File: src/rtl/cityscapes_pkg.sv
// Shared Cityscapes palette and frame-tracking types, used by both the colour
// decoder and the visualization mapper so the two can never drift apart.
package cityscapes_pkg;

    localparam int NUM_CLASSES = 20;

    typedef struct packed {
        logic [23:0] rgb;
        logic [7:0]  train_id;
        logic [7:0]  label_id;
    } palette_entry_t;

    typedef struct packed {
        logic [7:0] class_id;
        logic [7:0] label_id;
        logic       hit;
    } lookup_result_t;

    typedef enum logic {
        ST_IDLE   = 1'b0,
        ST_ACTIVE = 1'b1
    } frame_state_e;

    // Entry index equals train ID; every RGB value is unique.
    localparam palette_entry_t [0:NUM_CLASSES-1] PALETTE = '{
        '{24'h000000, 8'd0,  8'd0 },
        '{24'h808080, 8'd1,  8'd7 },
        '{24'hC08080, 8'd2,  8'd8 },
        '{24'h800080, 8'd3,  8'd11},
        '{24'hA06060, 8'd4,  8'd12},
        '{24'hA08060, 8'd5,  8'd13},
        '{24'hA0A060, 8'd6,  8'd17},
        '{24'hE0E000, 8'd7,  8'd19},
        '{24'hE06000, 8'd8,  8'd20},
        '{24'h008000, 8'd9,  8'd21},
        '{24'h608000, 8'd10, 8'd22},
        '{24'h000080, 8'd11, 8'd23},
        '{24'hE00000, 8'd12, 8'd24},
        '{24'hC00040, 8'd13, 8'd25},
        '{24'h0000E0, 8'd14, 8'd26},
        '{24'h0080C0, 8'd15, 8'd27},
        '{24'h008080, 8'd16, 8'd28},
        '{24'h004080, 8'd17, 8'd31},
        '{24'h800000, 8'd18, 8'd32},
        '{24'h804000, 8'd19, 8'd33}
    };

endpackage

File: src/rtl/cityscapes_palette_lookup.sv
// Combinational RGB -> (train ID, label ID, hit) lookup against the shared palette.
// Unknown colours return all zeros with hit cleared.
module cityscapes_palette_lookup
    import cityscapes_pkg::*;
(
    input  logic [23:0]    rgb_i,
    output lookup_result_t result_o
);

    always_comb begin
        // NOTE: default every output before the search so no path leaves it unassigned (no latch).
        result_o = '0;
        for (int i = 0; i < NUM_CLASSES; i++) begin
            if (rgb_i == PALETTE[i].rgb) begin
                result_o.class_id = PALETTE[i].train_id;
                result_o.label_id = PALETTE[i].label_id;
                result_o.hit      = 1'b1;
            end
        end
    end

endmodule

File: src/rtl/cityscapes_color_decoder.sv
// Two-stage streaming decoder from Cityscapes visualization colours back to IDs,
// with per-frame pixel/miss statistics and a frame-activity FSM.
module cityscapes_color_decoder
    import cityscapes_pkg::*;
#(
    parameter int CNT_W = 24
) (
    input  logic             clk,
    input  logic             rst_n,
    input  logic             s_valid,
    output logic             s_ready,
    input  logic [7:0]       s_r,
    input  logic [7:0]       s_g,
    input  logic [7:0]       s_b,
    input  logic             s_last,
    output logic             m_valid,
    input  logic             m_ready,
    output logic [7:0]       m_class_id,
    output logic [7:0]       m_label_id,
    output logic             m_hit,
    output logic             m_last,
    output logic             frame_done,
    output logic [CNT_W-1:0] frame_pixels,
    output logic [CNT_W-1:0] frame_misses,
    output logic             busy
);

    localparam logic [CNT_W-1:0] CNT_ONE = CNT_W'(1);

    function automatic logic [CNT_W-1:0] sat_inc(input logic [CNT_W-1:0] v);
        return (&v) ? v : v + CNT_ONE;
    endfunction

    logic           rst_done_q;

    logic           s1_valid_q, s1_valid_d;
    logic [23:0]    s1_rgb_q,   s1_rgb_d;
    logic           s1_last_q,  s1_last_d;

    logic           m_valid_q,  m_valid_d;
    lookup_result_t m_res_q,    m_res_d;
    logic           m_last_q,   m_last_d;

    logic [CNT_W-1:0] live_pix_q,   live_pix_d;
    logic [CNT_W-1:0] live_miss_q,  live_miss_d;
    logic [CNT_W-1:0] frame_pix_q,  frame_pix_d;
    logic [CNT_W-1:0] frame_miss_q, frame_miss_d;
    logic             frame_done_q, frame_done_d;

    frame_state_e   state_q;

    lookup_result_t lookup_res;
    logic           s2_adv;
    logic           s1_free;
    logic           in_xfer;
    logic           out_xfer;
    logic           frame_end;

    cityscapes_palette_lookup u_lookup (
        .rgb_i    (s1_rgb_q),
        .result_o (lookup_res)
    );

    // Output stage moves when empty or being drained; stage 1 then can refill.
    assign s2_adv    = !m_valid_q || m_ready;
    assign s1_free   = !s1_valid_q || s2_adv;
    assign s_ready   = rst_done_q && s1_free;
    assign in_xfer   = s_valid && s_ready;
    assign out_xfer  = m_valid_q && m_ready;
    assign frame_end = out_xfer && m_last_q;

    always_comb begin
        s1_valid_d = s1_valid_q;
        s1_rgb_d   = s1_rgb_q;
        s1_last_d  = s1_last_q;
        m_valid_d  = m_valid_q;
        m_res_d    = m_res_q;
        m_last_d   = m_last_q;

        if (s1_free) begin
            s1_valid_d = in_xfer;
            if (in_xfer) begin
                s1_rgb_d  = {s_r, s_g, s_b};
                s1_last_d = s_last;
            end
        end

        if (s2_adv) begin
            m_valid_d = s1_valid_q;
            if (s1_valid_q) begin
                m_res_d  = lookup_res;
                m_last_d = s1_last_q;
            end
        end
    end

    always_comb begin
        live_pix_d   = live_pix_q;
        live_miss_d  = live_miss_q;
        frame_pix_d  = frame_pix_q;
        frame_miss_d = frame_miss_q;
        frame_done_d = 1'b0;

        if (out_xfer) begin
            live_pix_d  = sat_inc(live_pix_q);
            live_miss_d = m_res_q.hit ? live_miss_q : sat_inc(live_miss_q);
            // The closing pixel is folded into the published totals, then the live counts restart.
            if (m_last_q) begin
                frame_pix_d  = live_pix_d;
                frame_miss_d = live_miss_d;
                frame_done_d = 1'b1;
                live_pix_d   = '0;
                live_miss_d  = '0;
            end
        end
    end

    always_ff @(posedge clk or negedge rst_n) begin
        if (!rst_n) begin
            rst_done_q   <= 1'b0;
            s1_valid_q   <= 1'b0;
            s1_rgb_q     <= '0;
            s1_last_q    <= 1'b0;
            m_valid_q    <= 1'b0;
            m_res_q      <= '0;
            m_last_q     <= 1'b0;
            live_pix_q   <= '0;
            live_miss_q  <= '0;
            frame_pix_q  <= '0;
            frame_miss_q <= '0;
            frame_done_q <= 1'b0;
        end else begin
            // NOTE: non-blocking assignments so every register samples pre-edge values.
            rst_done_q   <= 1'b1;
            s1_valid_q   <= s1_valid_d;
            s1_rgb_q     <= s1_rgb_d;
            s1_last_q    <= s1_last_d;
            m_valid_q    <= m_valid_d;
            m_res_q      <= m_res_d;
            m_last_q     <= m_last_d;
            live_pix_q   <= live_pix_d;
            live_miss_q  <= live_miss_d;
            frame_pix_q  <= frame_pix_d;
            frame_miss_q <= frame_miss_d;
            frame_done_q <= frame_done_d;
        end
    end

    // A frame closes only if nothing of a following frame is already in flight.
    always_ff @(posedge clk or negedge rst_n) begin
        if (!rst_n) begin
            state_q <= ST_IDLE;
        end else begin
            case (state_q)
                ST_IDLE:   if (in_xfer) state_q <= ST_ACTIVE;
                ST_ACTIVE: if (frame_end && !s1_valid_q && !in_xfer) state_q <= ST_IDLE;
                default:   state_q <= ST_IDLE;
            endcase
        end
    end

    assign busy         = (state_q == ST_ACTIVE);
    assign m_valid      = m_valid_q;
    assign m_class_id   = m_res_q.class_id;
    assign m_label_id   = m_res_q.label_id;
    assign m_hit        = m_res_q.hit;
    assign m_last       = m_last_q;
    assign frame_done   = frame_done_q;
    assign frame_pixels = frame_pix_q;
    assign frame_misses = frame_miss_q;

endmodule

File: config.mk
export PLATFORM = sky130hd
export DESIGN_NAME = cityscapes_color_decoder
export DESIGN_NICKNAME = d
export VERILOG_FILES = /design/src/rtl/cityscapes_pkg.sv /design/src/rtl/cityscapes_palette_lookup.sv /design/src/rtl/cityscapes_color_decoder.sv
export SDC_FILE = /design/constraint.sdc
export NUM_CORES = 1
export LEC_CHECK = 0
export BUFFER_PORTS_ARGS = -buffer_cell sky130_fd_sc_hd__buf_2
export CAP_MARGIN = 20
export CORE_UTILIZATION = 37
export CTS_BUF_LIST = sky130_fd_sc_hd__clkbuf_16
export CTS_CLUSTER_DIAMETER = 40
export DETAILED_ROUTE_END_ITERATION = 8
export GPL_TIMING_DRIVEN = 0
export SETUP_SLACK_MARGIN = 0.3
export SYNTH_ARGS = -nofsm -noshare
export SYNTH_HDL_FRONTEND = slang
export SYNTH_HIERARCHICAL = 1
export SYNTH_SLANG_ARGS = --single-unit
export TNS_END_PERCENT = 100
File: constraint.sdc
create_clock -name clk -period 6 [get_ports clk]
set_input_delay 1.5 -clock clk [delete_from_list [all_inputs] [get_ports clk]]
set_output_delay 1.5 -clock clk [all_outputs]
set_load 0.01 [all_outputs]
-- Word-level counts from Yosys, hierarchy flattened
Cells that the tools add are included.
- bits in registers: 144
- bits in latches: 0
- bits in writable memories: 0
- memory bits (read-only): 0
- output and inout bits: 70
- logic and storage cells: 84
- memories: 0
- $add $sub $neg: 2
- $mul: 0
- divide/modulo/power cells: 0
- order comparisons: 0
- eq/ne operators: 19
- shift operators: 0
- mux-type cells: 30
- bitwise logic cells: 1
- reductions and logical operators: 17
- operators with widths (cell ; count):
    24-bit == test, second input constant ; 12
    24-bit two-way mux ; 5
    13-bit two-way mux ; 8
    24-bit by 16-bit == test with 1-bit output, second input constant ; 3
    14-bit two-way mux ; 4
    24-bit by 1-bit adder with 24-bit output, second input constant ; 2
    24-bit by 8-bit == test with 1-bit output, second input constant ; 2
    12-bit two-way mux ; 4
    24-bit AND reduction ; 2
    24-bit by 15-bit == test with 1-bit output, second input constant ; 1
    24-bit by 23-bit == test with 1-bit output, second input constant ; 1
    24-bit logical NOT ; 1
    11-bit two-way mux ; 2
    10-bit two-way mux ; 1
    1-bit logical AND ; 6
    2-bit AND reduction ; 3
    1-bit two-way mux ; 5
    1-bit logical NOT ; 3
    1-bit logical OR ; 2
    1-bit case mux with 2 select lines ; 1
    1-bit inverter ; 1

-- Longest topological paths before layout
- depth after elaboration: 21
- mapped depth: 8
- depth with buffers taken out: 6

-- Modules after synthesis
The synthesis kept the hierarchy.
- by module, submodules not included (module ; times used ; cells an instance ; area an instance (um^2) ; sequential area each (um^2)):
    cityscapes_color_decoder ; 1 ; 726 ; 7136.8 ; 3603.5
    cityscapes_palette_lookup ; 1 ; 117 ; 778.2 ; 0.0

-- Least setup slack after synthesis
No wires, ideal clock.
- kind: input -> output
- start point: in m_ready
- end point: out s_ready
- arrival time: 1.841 ns
- slack: 2.659 ns
- stages on the path: 2
- buffers on the path: 0
- cell sequence: nand3b_1 and2_1
- longest elaborated chain between the ends: 3
- RTL lines (element ; line ; RTL):
    from (decl) ; cityscapes_color_decoder.sv:17 ; input logic m_ready,
    1-bit logical OR ; cityscapes_color_decoder.sv:65 ; assign s2_adv = !m_valid_q || m_ready;
    1-bit logical OR ; cityscapes_color_decoder.sv:66 ; assign s1_free = !s1_valid_q || s2_adv;
    1-bit logical AND ; cityscapes_color_decoder.sv:67 ; assign s_ready = rst_done_q && s1_free;
    to (decl) ; cityscapes_color_decoder.sv:11 ; output logic s_ready,
Every way passes these cells.

-- Worst setup path after layout
Ends and elaborated chain as after synthesis.

==> report_table.html <==
<table>
<tr><th>Metric</th><th>Value</th></tr>
<tr><th colspan="2">Synthesis</th></tr>
<tr><td>Count of flip-flops with a built-in enable after synthesis</td><td>0</td></tr>
<tr><td>Warnings from Yosys</td><td>6</td></tr>
<tr><td>Main synth FF type</td><td>sky130_fd_sc_hd__dfrtp_1</td></tr>
<tr><td>Post-synthesis cell count</td><td>~840</td></tr>
<tr><td>Sequential fraction of the synthesis area</td><td>45.5%</td></tr>
<tr><td>Mean area per synthesized cell</td><td>9.39 sq um</td></tr>
<tr><td>Synth cell types</td><td>69</td></tr>
<tr><td>Number of synthesized register bits</td><td>144</td></tr>
<tr><td>Async SR Flop Fraction</td><td>100%</td></tr>
<tr><td>Post-synthesis instance area</td><td>0.00792 sq mm</td></tr>
<tr><th colspan="2">Floorplan</th></tr>
<tr><td>Ports placed on the boundary</td><td>99</td></tr>
<tr><td>Height of the die</td><td>148 um</td></tr>
<tr><td>Area of the core region</td><td>0.0210 sq mm</td></tr>
<tr><td>Die Span X</td><td>approximately 150 um</td></tr>
<tr><td>Starting density of the core</td><td>37.7%</td></tr>
<tr><td>Std cell rows</td><td>53</td></tr>
<tr><td>Die footprint</td><td>0.0220 sq mm</td></tr>
<tr><th colspan="2">Clocking</th></tr>
<tr><td>Clock latency reported for the late side of the worst-skew pair</td><td>0.43 ns</td></tr>
<tr><td>Quantity of gates resized following cts</td><td>0</td></tr>
<tr><td>Clock-pin slew of the registers on the worst-case setup and hold paths</td><td>0.06 ns</td></tr>
<tr><td>Number of CTS-inserted buffers</td><td>17</td></tr>
<tr><td>Buffer count from post-CTS setup fixing</td><td>0</td></tr>
<tr><td>CTS tree</td><td>built</td></tr>
<tr><td>Cts-stage hold buffer count</td><td>0</td></tr>
<tr><td>Number of buffers between clock root and the deepest sink</td><td>2</td></tr>
<tr><td>H-tree depth</td><td>4</td></tr>
<tr><td>Clock tree root driver cell</td><td>sky130_fd_sc_hd__clkbuf_16</td></tr>
<tr><td>Number of sinks on the clock net</td><td>144</td></tr>
<tr><th colspan="2">Power</th></tr>
<tr><td>Standby leakage power</td><td>between 4 and 5 nW</td></tr>
<tr><td>Peak VDD IR</td><td>196 uV</td></tr>
<tr><td>Power per standard cell area</td><td>342 mW/mm^2</td></tr>
<tr><th colspan="2">Global route</th></tr>
<tr><td>Total congestion overflow after global routing</td><td>0</td></tr>
<tr><td>Wire length of the first global-routing pass</td><td>35,700 um</td></tr>
<tr><td>Overall routing resource usage</td><td>20.7%</td></tr>
<tr><td>Antenna violations before repair</td><td>0</td></tr>
<tr><td>Pin count of the biggest net entering global routing</td><td>97</td></tr>
<tr><td>Number of global-route vias before repair</td><td>6,644</td></tr>
<tr><th colspan="2">Detailed routing</th></tr>
<tr><td>DR vias/cell</td><td>5.49</td></tr>
<tr><td>Count of vias placed by the detailed router</td><td>6,880</td></tr>
<tr><td>Antenna Nets Post-Route</td><td>0</td></tr>
<tr><td>Routed len/inst</td><td>17.3 um</td></tr>
<tr><td>Post-Route WL</td><td>21,700 um</td></tr>
<tr><td>Count of unresolved DRC violations after routing</td><td>3</td></tr>
<tr><td>1st-pass router iterations</td><td>9</td></tr>
<tr><td>Starting DRC count in detailed routing</td><td>between 400 and 500</td></tr>
<tr><th colspan="2">Worst setup path</th></tr>
<tr><td>Data arrival time of the worst path</td><td>roughly 2.2 ns</td></tr>
<tr><td>Crit path kind</td><td>in2out</td></tr>
<tr><td>RR Startpoint</td><td>live_pix_q[0]$_DFFE_PN0N_</td></tr>
<tr><td>CP required</td><td>4.50 ns</td></tr>
<tr><td>Nature of the critical path endpoint</td><td>output pin</td></tr>
<tr><td>Worst-path fanout max</td><td>4</td></tr>
<tr><td>Critical Path Source Type</td><td>primary input</td></tr>
<tr><td>Crit. Startpoint</td><td>m_ready</td></tr>
<tr><th colspan="2">Cells and area</th></tr>
<tr><td>Highest-count cells in the layout ignoring fill and taps</td><td>sky130_fd_sc_hd__dfrtp_1, sky130_fd_sc_hd__buf_2, sky130_fd_sc_hd__nand2_1</td></tr>
<tr><td>Layout overhead on the synthesized area</td><td>19.1%</td></tr>
<tr><td>Layout cells sized above 1</td><td>21.0%</td></tr>
<tr><td>Register area</td><td>0.00360 sq mm</td></tr>
<tr><td>Final-layout fill cell count</td><td>2,044</td></tr>
<tr><td>Footprint of the multi-input gates</td><td>0.00399 sq mm</td></tr>
<tr><td>Post-layout nets</td><td>between 900 and 1,000</td></tr>
<tr><td>Final std cells w/o fill</td><td>~1,300</td></tr>
<tr><td>Antenna cells</td><td>0</td></tr>
<tr><td>Most common cell after layout, fill and taps aside</td><td>sky130_fd_sc_hd__dfrtp_1</td></tr>
<tr><th colspan="2">Placement</th></tr>
<tr><td>Total placed cells including tap cells</td><td>1,221</td></tr>
<tr><td>Post-Place Worst Slack</td><td>2.36 ns</td></tr>
<tr><td>Number of I/O port buffers</td><td>98</td></tr>
<tr><td>Dpl hpwl</td><td>15,500 um</td></tr>
<tr><td>Placer's final routability congestion estimate</td><td>0.890</td></tr>
<tr><th colspan="2">STA</th></tr>
<tr><td>Worst slew margin relative to its limit</td><td>51.9%</td></tr>
<tr><td>Setup total negative slack</td><td>0 ns</td></tr>
<tr><td>Number of hold violations in the final report</td><td>0</td></tr>
<tr><td>Setup repair after global routing missed its margin</td><td>no</td></tr>
<tr><td>Tcrit/Tclk final</td><td>60.8%</td></tr>
<tr><td>Least setup slack across all paths after layout</td><td>2.35 ns</td></tr>
<tr><td>Final setup fails</td><td>0</td></tr>
<tr><td>Hold slack</td><td>0.470 ns</td></tr>
<tr><td>Highest clock rate</td><td>around 0.27 GHz</td></tr>
<tr><td>Minimum clock period</td><td>3.65 ns</td></tr>
<tr><td>Max-slew violation count</td><td>0</td></tr>
<tr><td>Worst setup skew after layout</td><td>0.0115 ns</td></tr>
<tr><td>Actual transition at the worst max-transition pin</td><td>0.722 ns</td></tr>
<tr><th colspan="2">Hold path</th></tr>
<tr><td>Hold crit path type</td><td>reg2reg</td></tr>
<tr><td>Worst Hold Launch</td><td>frame_pixels[10]$_DFFE_PN0N_</td></tr>
<tr><th colspan="2">Run</th></tr>
<tr><td>Maximum Capacitance Violations</td><td>0</td></tr>
<tr><th colspan="2">Status</th></tr>
<tr><td>Violations in the final reports</td><td>DRC</td></tr>
<tr><td>Status</td><td>complete, but fails checks</td></tr>
</table>
through the flow:
stage               power [mW]  util [%]  instance area (sq um)
floorplan                 1.79         -                   7930
global placement          2.07      41.7                   8760
detailed placement        2.09      41.9                   8800
CTS                       3.25      44.8                   9430
global route              3.42      44.8                   9430
finish                    3.23      44.8                   9430
metal layers:
| layer | wire, um | track usage (%) | part of all wire (%) | vias to the layer above |
|---|---|---|---|---|
| met2 | 10200 | 33.3 | 47 | 221 |
| met3 | 1370 | 5.21 | 6.3 | 26 |
| met1 | 9750 | 27.7 | 45 | 3346 |
| met4 | 316 | 5.46 | 1.5 | 0 |
| met5 | 0 | 0 | 0 | - |
| li1 | - | - | - | 3287 |
worst paths after layout:
path / depth (start not counted) / endpoint / slack, ns
max: 4 / s_ready / 2.35
min: 2 / frame_pixels[10]$_DFFE_PN0N_ / 0.47
max reg2reg: 6 / live_pix_q[18]$_DFFE_PN0N_ / 3.38
min reg2reg: 2 / frame_pixels[10]$_DFFE_PN0N_ / 0.47
max in group asynchronous: 2 / rst_done_q$_DFF_PN0_ / 4.15
min in group asynchronous: 1 / frame_misses[18]$_DFFE_PN0N_ / 0.99
cell type report:
class                      count  area share (%)
multi-input combinational    622            42.3
buffer                        66            2.97
timing repair buffer          99            5.56
sequential                   144            38.2
clock inverter                15            2.14
clock buffer                  17            4.51
tap                          275            3.65
inverter                      15           0.597
cell usage after synthesis, drive strengths merged (5+ instances only):
master	n	area, sq um
dfrtp	144	3600
nand2	105	394
o21ai	83	419
nor2	54	203
clkbuf	50	188
mux2	45	507
nor3	33	195
nand3	32	160
a21oi	28	140
mux2i	21	210
nand4	20	131
xnor2	19	166
xor2	17	149
buf	16	92.6
inv	15	56.3
nor4	13	141
or3	12	75.1
and3	10	62.6
and4	10	88.8
o211ai	9	67.6
or4	9	68.8
a31oi	8	50.1
nand2b	8	50.1
a211oi	6	50.1
nand4b	5	58.8
nor3b	5	37.5
report_power, final:
part / switching (mW) / internal (mW)
clock network: 0.427 / 0.728
logic: 0.481 / 0.297
registers: 0.143 / 1.15
total: 1.05 / 2.18
flip-flops by register name, indices dropped and copies added (netlist names):
signal	cells
frame_done	1
s1_valid_q	1
s1_last_q	1
m_hit	1
live_miss_q	24
busy	1
m_valid	1
frame_misses	24
rst_done_q	1
s1_rgb_q	24
m_label_id	8
m_last	1
m_class_id	8
live_pix_q	24
frame_pixels	24
kinds of logic after synthesis:
family / after synthesis / share of synthesized area [%]
flip-flops: 144 / 45.5
buffers and inverters: 81 / 4.25
multiplexers: 66 / 9.06
adder cells (fa/ha/maj): 2 / 0.316
other: 2 / 0.0949
AND/OR/NAND/NOR: 336 / 23.0
AO/OA/AOI/OAI: 176 / 13.8
XOR/XNOR: 36 / 3.98
worst max-delay path, cell delays in order:
cell	delay, ns
sky130_fd_sc_hd__buf_2	0.12
sky130_fd_sc_hd__nand3b_1	0.17
sky130_fd_sc_hd__and2_1	0.21
sky130_fd_sc_hd__buf_2	0.15
(Power assumes the default switching activity.)
